### src/rtl/refill_ctrl.sv
// Cache miss/refill controller: tag lookup, optional dirty-victim write-back
// burst, line refill burst into the data array, then tag update.
module refill_ctrl #(
  parameter int ATEG_WIDTH    = 7,
  parameter int AINDEX_WIDTH  = 6,
  parameter int CHANNEL_WIDTH = 3,
  parameter int OFFSET_WIDTH  = 2,
  parameter int DATA_WIDTH    = 32
) (
  input  logic                                              clk_i,
  input  logic                                              reset_i,
  input  logic                                              cpu_req_i,
  input  logic                                              cpu_we_i,
  input  logic [ATEG_WIDTH+AINDEX_WIDTH+OFFSET_WIDTH-1:0]   cpu_addr_i,
  output logic                                              cpu_ready_o,
  output logic [CHANNEL_WIDTH-1:0]                          cpu_chan_o,
  output logic [ATEG_WIDTH+AINDEX_WIDTH-1:0]                tag_addr_o,
  output logic                                              tag_wr_o,
  output logic                                              tag_md_o,
  input  logic                                              tag_hit_i,
  input  logic [CHANNEL_WIDTH-1:0]                          tag_chan_i,
  input  logic [ATEG_WIDTH+1:0]                             tag_in_i,
  output logic                                              mem_req_o,
  output logic                                              mem_we_o,
  output logic [ATEG_WIDTH+AINDEX_WIDTH+OFFSET_WIDTH-1:0]   mem_addr_o,
  output logic [DATA_WIDTH-1:0]                             mem_wdata_o,
  input  logic [DATA_WIDTH-1:0]                             mem_rdata_i,
  input  logic                                              mem_ack_i,
  output logic [CHANNEL_WIDTH-1:0]                          dat_chan_o,
  output logic [OFFSET_WIDTH-1:0]                           dat_word_o,
  output logic                                              dat_we_o,
  output logic [DATA_WIDTH-1:0]                             dat_wdata_o,
  input  logic [DATA_WIDTH-1:0]                             dat_rdata_i
);

  localparam int AW  = ATEG_WIDTH + AINDEX_WIDTH + OFFSET_WIDTH;
  localparam int TAW = ATEG_WIDTH + AINDEX_WIDTH;

  typedef enum logic [2:0] {
    S_IDLE,
    S_LOOKUP,
    S_WB,
    S_FILL,
    S_UPDATE,
    S_DONE
  } state_e;

  state_e                    state_q, state_d;
  logic [OFFSET_WIDTH-1:0]   beat_q, beat_d;
  logic [TAW-1:0]            req_ti_q, req_ti_d;
  logic                      req_we_q, req_we_d;
  logic [CHANNEL_WIDTH-1:0]  victim_q, victim_d;
  logic [ATEG_WIDTH-1:0]     vtag_q, vtag_d;

  logic [AINDEX_WIDTH-1:0]   req_idx;
  logic                      last_beat;
  logic                      victim_dirty;

  // Word offset of the CPU address is irrelevant to a whole-line refill.
  logic unused_offset_bits;
  assign unused_offset_bits = ^cpu_addr_i[OFFSET_WIDTH-1:0];

  assign req_idx      = req_ti_q[AINDEX_WIDTH-1:0];
  assign last_beat    = &beat_q;
  assign victim_dirty = tag_in_i[ATEG_WIDTH+1] & tag_in_i[ATEG_WIDTH];

  always_ff @(posedge clk_i or posedge reset_i) begin
    if (reset_i) begin
      state_q  <= S_IDLE;
      beat_q   <= '0;
      req_ti_q <= '0;
      req_we_q <= 1'b0;
      victim_q <= '0;
      vtag_q   <= '0;
    end else begin
      state_q  <= state_d;
      beat_q   <= beat_d;
      req_ti_q <= req_ti_d;
      req_we_q <= req_we_d;
      victim_q <= victim_d;
      vtag_q   <= vtag_d;
    end
  end

  always_comb begin
    state_d     = state_q;
    beat_d      = beat_q;
    req_ti_d    = req_ti_q;
    req_we_d    = req_we_q;
    victim_d    = victim_q;
    vtag_d      = vtag_q;

    cpu_ready_o = 1'b0;
    cpu_chan_o  = '0;
    tag_wr_o    = 1'b0;
    tag_md_o    = 1'b0;
    mem_req_o   = 1'b0;
    mem_we_o    = 1'b0;
    mem_addr_o  = '0;
    mem_wdata_o = '0;
    dat_chan_o  = '0;
    dat_word_o  = '0;
    dat_we_o    = 1'b0;
    dat_wdata_o = '0;

    // The lookup address is forced to zero while reset is held.
    if (reset_i) begin
      tag_addr_o = '0;
    end else if (state_q == S_IDLE) begin
      tag_addr_o = cpu_addr_i[AW-1:OFFSET_WIDTH];
    end else begin
      tag_addr_o = req_ti_q;
    end

    case (state_q)
      S_IDLE: begin
        if (cpu_req_i) begin
          req_ti_d = cpu_addr_i[AW-1:OFFSET_WIDTH];
          req_we_d = cpu_we_i;
          state_d  = S_LOOKUP;
        end
      end

      S_LOOKUP: begin
        if (tag_hit_i) begin
          cpu_ready_o = 1'b1;
          cpu_chan_o  = tag_chan_i;
          tag_wr_o    = req_we_q;
          tag_md_o    = req_we_q;
          state_d     = S_IDLE;
        end else begin
          victim_d = tag_chan_i;
          vtag_d   = tag_in_i[ATEG_WIDTH-1:0];
          beat_d   = '0;
          state_d  = victim_dirty ? S_WB : S_FILL;
        end
      end

      S_WB: begin
        mem_req_o   = 1'b1;
        mem_we_o    = 1'b1;
        mem_addr_o  = {vtag_q, req_idx, beat_q};
        mem_wdata_o = dat_rdata_i;
        dat_chan_o  = victim_q;
        dat_word_o  = beat_q;
        if (mem_ack_i) begin
          beat_d = beat_q + OFFSET_WIDTH'(1);
          if (last_beat) begin
            state_d = S_FILL;
          end
        end
      end

      S_FILL: begin
        mem_req_o  = 1'b1;
        mem_addr_o = {req_ti_q, beat_q};
        dat_chan_o = victim_q;
        dat_word_o = beat_q;
        if (mem_ack_i) begin
          dat_we_o    = 1'b1;
          dat_wdata_o = mem_rdata_i;
          beat_d      = beat_q + OFFSET_WIDTH'(1);
          if (last_beat) begin
            state_d = S_UPDATE;
          end
        end
      end

      // Tag memory picks its FIFO way on this write, which is still victim_q.
      S_UPDATE: begin
        tag_wr_o = 1'b1;
        tag_md_o = req_we_q;
        state_d  = S_DONE;
      end

      S_DONE: begin
        cpu_ready_o = 1'b1;
        cpu_chan_o  = victim_q;
        state_d     = S_IDLE;
      end

      default: begin
        state_d = S_IDLE;
      end
    endcase
  end

endmodule

### config.mk
export PLATFORM = sky130hd
export DESIGN_NAME = refill_ctrl
export DESIGN_NICKNAME = d
export VERILOG_FILES = /design/src/rtl/refill_ctrl.sv
export SDC_FILE = /design/constraint.sdc
export NUM_CORES = 1
export LEC_CHECK = 0
export ABC_AREA = 1
export CAP_MARGIN = 15
export CORE_MARGIN = 2
export CORE_UTILIZATION = 33
export DETAILED_ROUTE_END_ITERATION = 6
export PLACE_DENSITY = 0.84
export SLEW_MARGIN = 15
export SYNTH_ARGS = -nofsm -noshare
export SYNTH_HDL_FRONTEND = slang
export SYNTH_SLANG_ARGS = --single-unit
### constraint.sdc
create_clock -name clk_i -period 4.16 [get_ports clk_i]
set_clock_uncertainty 0.15 [all_clocks]
set_input_delay 0.832 -clock clk_i [delete_from_list [all_inputs] [get_ports clk_i]]
set_output_delay 0.832 -clock clk_i [all_outputs]
set_load 0.01 [all_outputs]
==> run metrics, run 1 <==
outcome finished clean; vias between 2000 and 3000; CTS clock-pin slew for the worst setup and hold paths roughly 0.06 ns; register bit total from synthesis 29; Post-CTS Setup Bufs 0; # diodes 0; post-synth top area share 33.2%; Final min period 3.53 ns; syn_area_per_cell 5.74 sq um; io pins 203; Least-Margin Pin Slew 0.625 ns; Routed WL per cell approximately 13 microns; Placed Area 4230 sq um; type of destination of the critical path primary output; worst skew pair latency 0.28 ns; Routed met2 length 4360 microns; Synth async-reset ratio 100%; Nets between 600 and 700; nature of the critical path startpoint input port; # rows 29; WL met3 646 microns; CTS Buf Count 5; worst hold path startpoint req_ti_q[3]; CTS H-tree depth 2; Commonest cells post-synth nor2_1 (104), nand2_1 (91), inv_1 (63); Die H 85.4 microns; post-route setup slack 0.633 ns; cell area after layout 4310 sq um; Port Buffers 200; unrepaired setup endpoints after global routing no; Avg Vias per Cell 4.55; layout cells sized above 1 3.49%; highest routed layer met4; final hold vios 0; hpwl dp 6590 microns; dpl ws 0.653 ns; # hold bufs at CTS 0; Worst EP required 3.18 ns; Root Driver clkbuf_8; CTS Buffer Depth 2; cell taking the most area after synthesis dfrtp_1; gr usage total 21.9%; most common cell in the netlist nor2_1; number of synthesized flops with an enable pin 0; die area 7290 sq um; placeable core region 6390 sq um; CTS sink cnt 29; top post-synthesis cells by area dfrtp_1 (33%), nor2_1 (18%), nand2_1 (16%); TritonCTS clock tree yes; syn nets 479; cell area after synthesis 2190 sq um; Ys Warns 0; MaxCap Viol Count 0; Critical Path Start reset_i; Max Slew Vio Count 0; WL met1 between 3000 and 4000 microns; initial core utilization 34.2%; Unique masters post-synth 18; Die W ~85 microns; maximum vdd ir drop 407 uV; R2R Setup Slk 1.95 ns; R2R Path Start state_q[1]; post-route DRC violation count 0; RD Place Congestion 0.804; achievable frequency 0.284 GHz; post-route ant nets 0; worst rel slew slack 58.2%; Power Dens Cells 598 nW/um^2; largest net degree at the start of global routing 42; Post-synth top flop dfrtp_1; Setup TNS Final 0 ns; Worst Hold Class register to register; cells resized by post-CTS repair 0; GRT Residual Overflow 0; # setup viols final 0; Crit path arrival time 2.55 ns; area delta synth->final 97.4%; WL final 8300 microns; initial antenna violation count 0; Gate Count Post-Synth roughly 380; sequential element share of the synthesized area 33.2%; first-pass GRT wire length around 13000 microns; WS Path Type input port to primary output; Lkg Pwr 0.00205 uW; Initial DRT Pass Iterations 4; initial DRC count 137; Critical Path Fanout Max 19; part of the cycle the worst path needs 84.8%; number of global-route vias before repair between 2000 and 3000
-- placed cells by master (no fill, tap or decap) --
| cell type | count |
|---|---|
| clkdlybuf4s50_1 | 200 |
| nor2_1 | 104 |
| nand2_1 | 91 |
| inv_1 | 63 |
| dfrtp_1 | 29 |
| o21ai_0 | 26 |
| nand3_1 | 19 |
| a21oi_1 | 17 |
| buf_4 | 6 |
| clkbuf_8 | 5 |
| inv_2 | 3 |
| nand4_1 | 2 |
| clkinv_2 | 2 |
| nor2_2 | 1 |
| nor2_4 | 1 |
| nor2_8 | 1 |
| o22ai_1 | 1 |
| ha_1 | 1 |
| clkinvlp_4 | 1 |
-- critical path, stage by stage --
cell	delay, ns
clkdlybuf4s50_1	0.40
inv_1	0.40
o21ai_0	0.16
a21oi_1	0.17
clkdlybuf4s50_1	0.58
-- cell type report --
| cell class | count | area, sq um |
|---|---|---|
| Tap cell | 77 | 96.3 |
| Sequential cell | 29 | 726 |
| Timing Repair Buffer | 206 | 2050 |
| Fill cell | 556 | 2070 |
| Clock buffer | 5 | 68.8 |
| Inverter | 66 | 248 |
| Multi-Input combinational cell | 264 | 1110 |
| Clock inverter | 3 | 17.5 |
-- stage by stage --
stage | util [%] | power, uW | cells | hold WS [ns]
4_1_cts | 67.6 | 2600 | 650 | 0.327
3_3_place_gp | 66.2 | 2320 | 642 | 0.310
6_report | 67.6 | 2580 | 650 | 0.324
5_1_grt | 67.6 | 2780 | 650 | 0.344
2_1_floorplan | - | 1400 | 381 | 0.292
3_5_place_dp | 66.2 | 2360 | 642 | 0.312
-- path summary, 6_finish.rpt --
kind | cells after the start | to
min in group asynchronous | 2 | req_ti_q[4]
setup / recovery | 5 | tag_addr_o[4]
max in group asynchronous | 3 | state_q[0]
hold / removal | 2 | req_ti_q[3]
hold reg to reg | 2 | req_ti_q[3]
setup reg to reg | 8 | req_ti_q[5]
-- sequential cells by signal, summed over array words and instances, names as in the netlist --
register,flops
req_ti_q,13
req_we_q,1
beat_q,2
state_q,3
vtag_q,7
victim_q,3
-- per-layer routing --
layer  up-vias  global-route usage, %
li1       1509                      -
met1      1328                   24.5
met2       111                   41.2
met3         9                   5.84
met4         0                   4.91
met5         -                      0
-- kinds of logic after synthesis --
group	share of synthesized area, %
AO/OA/AOI/OAI	10.1
buffers and inverters	16.0
flip-flops	33.2
adder cells (fa/ha/maj)	0.572
AND/OR/NAND/NOR	40.1
-- where the power goes --
part,internal [uW],leakage [uW],switching [uW],total (uW)
clock network,115,0.0000439,115,230
registers,413,0.000345,83.8,497
logic,899,0.00166,953,1850
Power figures use the tool's default switching activity.
==> inputs of run 2 (changes only) <==
- CORE_UTILIZATION: 33 -> 28
- PLACE_DENSITY: 0.84 -> 0.76
- clock period: 4.16 -> 2.91 ns (I/O delays scaled with it)
==> run 2 against run 1 <==
  * Critical path depth rose by 2
  * Worst hold slack improved by 0.0078 ns
  * Global-route usage fell by 2.8 points
  * Wire length rose by 1.9%
  * Sequential share of layout area fell by 0.76 points
  * Via count rose by 2.5%
  * Cell area rose by 4.7%
  * Clock power rose by 47%
  * Critical path type unchanged
  * Largest power group unchanged
==> run metrics, run 2 (synthesis gave the netlist of run 1 again) <==
outcome finished clean (unchanged); Die H 92.4 microns (was 85.4 microns); area delta synth->final 107% (was 97.4%); commonest non-fill, non-tap cell in the layout clkdlybuf4s50_1 (unchanged); hpwl dp 6670 microns (was 6590 microns); WL final 8460 microns (was 8300 microns); Lkg Pwr 0.00222 uW (was 0.00205 uW); Final min period ~2.9 ns; final hold vios 0 (unchanged); CTS Buf Count 5 (unchanged); io pins 203 (unchanged); CTS H-tree depth 2 (unchanged); nature of the critical path startpoint input port (unchanged); hold path depth 2 (unchanged); Nets 683 (was 670); Worst Hold Class register to register (unchanged); number of global-route vias before repair 2892 (was 2754); Root Driver clkbuf_8 (unchanged); # diodes 0 (unchanged); initial core utilization 28.6% (was 34.2%); CP max-delay cell clkdlybuf4s50_1 (unchanged); Initial DRT Pass Iterations 4 (unchanged); worst skew pair latency 0.28 ns (about the same); Die W 92.4 microns (was 85.4 microns); initial DRC count 91 (was 137); first-pass GRT wire length 13400 microns (was 13000 microns); worst hold path startpoint req_ti_q[4] (was req_ti_q[3]); # setup viols final 0 (unchanged); worst-path cell chain clkdlybuf4s50_1 -> inv_1 -> nor2_1 -> buf_4 -> nand3_1 -> o21ai_0 -> clkdlybuf4s50_1 (was clkdlybuf4s50_1 -> inv_1 -> o21ai_0 -> a21oi_1 -> clkdlybuf4s50_1); worst r2r dst req_ti_q[7] (was req_ti_q[5]); achievable frequency around 0.35 GHz; CTS Buffer Depth 2 (unchanged); Regs by FF count req_ti_q (13), vtag_q (7) (unchanged); R2R Setup Slk 1.00 ns (was 1.95 ns); WS Path Type input port to primary output (unchanged); largest net degree at the start of global routing 37 (was 42); Port Buffers 200 (unchanged); post-route setup slack 0.0489 ns (was 0.633 ns); placeable core region 7650 sq um (was 6390 sq um); Max Slew Vio Count 0 (unchanged); # rows 32 (was 29); CTS clock-pin slew for the worst setup and hold paths 0.06 ns (about the same); Least-Margin Pin Slew 0.611 ns (was 0.625 ns); Routed WL per cell 12.3 microns (was 12.8 microns); WP buf/inv 4 (was 3); Most common cell on crit path clkdlybuf4s50_1 (unchanged); worst rel slew slack 59.2% (was 58.2%); Hold EP req_ti_q[4] (was req_ti_q[3]); commonest non-fill, non-tap cells in the layout clkdlybuf4s50_1 (194), nor2_1 (103), nand2_1 (88) (was clkdlybuf4s50_1 (200), nor2_1 (104), nand2_1 (91)); die area 8530 sq um (was 7290 sq um); Worst EP required 2.18 ns (was 3.18 ns); # hold bufs at CTS 0 (unchanged); maximum vdd ir drop 478 uV (was 407 uV); type of destination of the critical path primary output (unchanged); crit-path leading delay family buffers and inverters (unchanged); gr usage total 19.1% (was 21.9%); number of flip-flops under the largest register name 13 (unchanged); CTS sink cnt 29 (unchanged); part of the cycle the worst path needs between 90% and 100%; Util after Layout 59.1% (was 67.6%); GRT Residual Overflow 0 (unchanged); RD Place Congestion 0.758 (was 0.804); area used by multi-input combinational logic 1120 sq um (was 1110 sq um); Reg area 726 sq um (unchanged); Worst R2R Path Depth 8 (unchanged); Layout fillers 705 (was 556); post-route DRC violation count 0 (unchanged); initial antenna violation count 0 (unchanged); Power Dens Cells 862 nW/um^2 (was 598 nW/um^2); post-route ant nets 0 (unchanged); unrepaired setup endpoints after global routing no (unchanged); Crit path arrival time 2.13 ns (was 2.55 ns); MaxCap Viol Count 0 (unchanged); Most flops, register req_ti_q (unchanged); Avg Vias per Cell 4.41 (was 4.55); R2R Path Start state_q[2] (was state_q[1]); TritonCTS clock tree yes (unchanged); Critical Path Fanout Max 2 (was 19); layout cells sized above 1 6.50% (was 3.49%); vias 3032 (was 2957); dpl ws -0.105 ns (was 0.653 ns); max incr delay on CP 0.57 ns (was 0.58 ns)
run 2: changes by cell type in the layout (fill, tap and decap cells not counted), sizes merged:
| cell | previous run | this run |
|---|---|---|
| inv | 66 | 65 |
| clkdlybuf4s50 | 200 | 194 |
| buf | 6 | 18 |
| dlymetal6s2s | 0 | 6 |
| clkinvlp | 1 | 3 |
| clkinv | 2 | 0 |
| clkbuf | 5 | 6 |
run 2: how the worst max path moves through the flow:
| stage | start | end | slack, ns | depth (start not counted) |
|---|---|---|---|---|
| floorplan | reset_i | tag_addr_o[4] | 0.02 | 4 |
| global placement | tag_hit_i | tag_wr_o | -0.04 | 6 |
| detailed placement | tag_hit_i | tag_wr_o | -0.10 | 6 |
| CTS | tag_hit_i | tag_md_o | 0.01 | 6 |
| global route | tag_hit_i | cpu_chan_o[0] | 0.001 | 7 |
| finish | tag_hit_i | cpu_chan_o[0] | 0.05 | 7 |
run 2: routing by layer:
metal | vias to the layer above | routed length [microns] | track usage (%)
met5 | - | 0 | 0
met4 | 0 | 93 | 5.22
met3 | 11 | 774 | 5.13
met2 | 124 | 4220 | 33.9
met1 | 1358 | 3380 | 22.8
li1 | 1539 | - | -
run 2: where the power goes:
group	total (uW)	switching (uW)	internal [uW]
Combinational	2850	1430	1420
Clock	338	152	186
Sequential	708	117	591
Total	3900	1700	2200
run 2: area by class of cell:
class | instances | share of cell area (%)
Timing Repair Buffer | 218 | 48.6
Multi-Input combinational cell | 264 | 24.8
Sequential cell | 29 | 16.1
Inverter | 66 | 5.57
Tap cell | 102 | 2.82
Clock buffer | 6 | 1.83
Clock inverter | 1 | 0.166
Timing Repair inverter | 1 | 0.111
run 2: worst reg2reg max path, stage by stage, from the launching register on:
cell and delay (ns):
dfrtp_1 0.39, buf_4 0.16, inv_1 0.07, nand2_2 0.14, clkinvlp_4 0.19, buf_4 0.20
nand2_1 0.36, nand2_1 0.11, nand2_1 0.08
run 2: through the flow:
stage	cell area, sq um	hold slack (ns)	power (uW)	instances	setup TNS (ns)
2_1_floorplan	2190	0.292	2000	381	0
3_3_place_gp	4340	0.307	3400	673	-0.0463
3_5_place_dp	4340	0.317	3460	673	-0.236
4_1_cts	4450	0.336	3830	681	0
5_1_grt	4520	0.357	4220	687	0
6_report	4520	0.332	3900	687	0
run 2: what timing repair did:
| action | 4_1_cts | 5_1_grt |
|---|---|---|
| setup endpoints to repair | 33 | 55 |
| pin swaps | 0 | 2 |
| setup buffers | 1 | 5 |
| cloned | 0 | 1 |
| resized for setup | 4 | 11 |
==> inputs of run 3 (changes only) <==
- SLEW_MARGIN: 15 -> 20
==> results of run 3 <==
The final DEF is identical to that of run 2; final timing and power are the same.
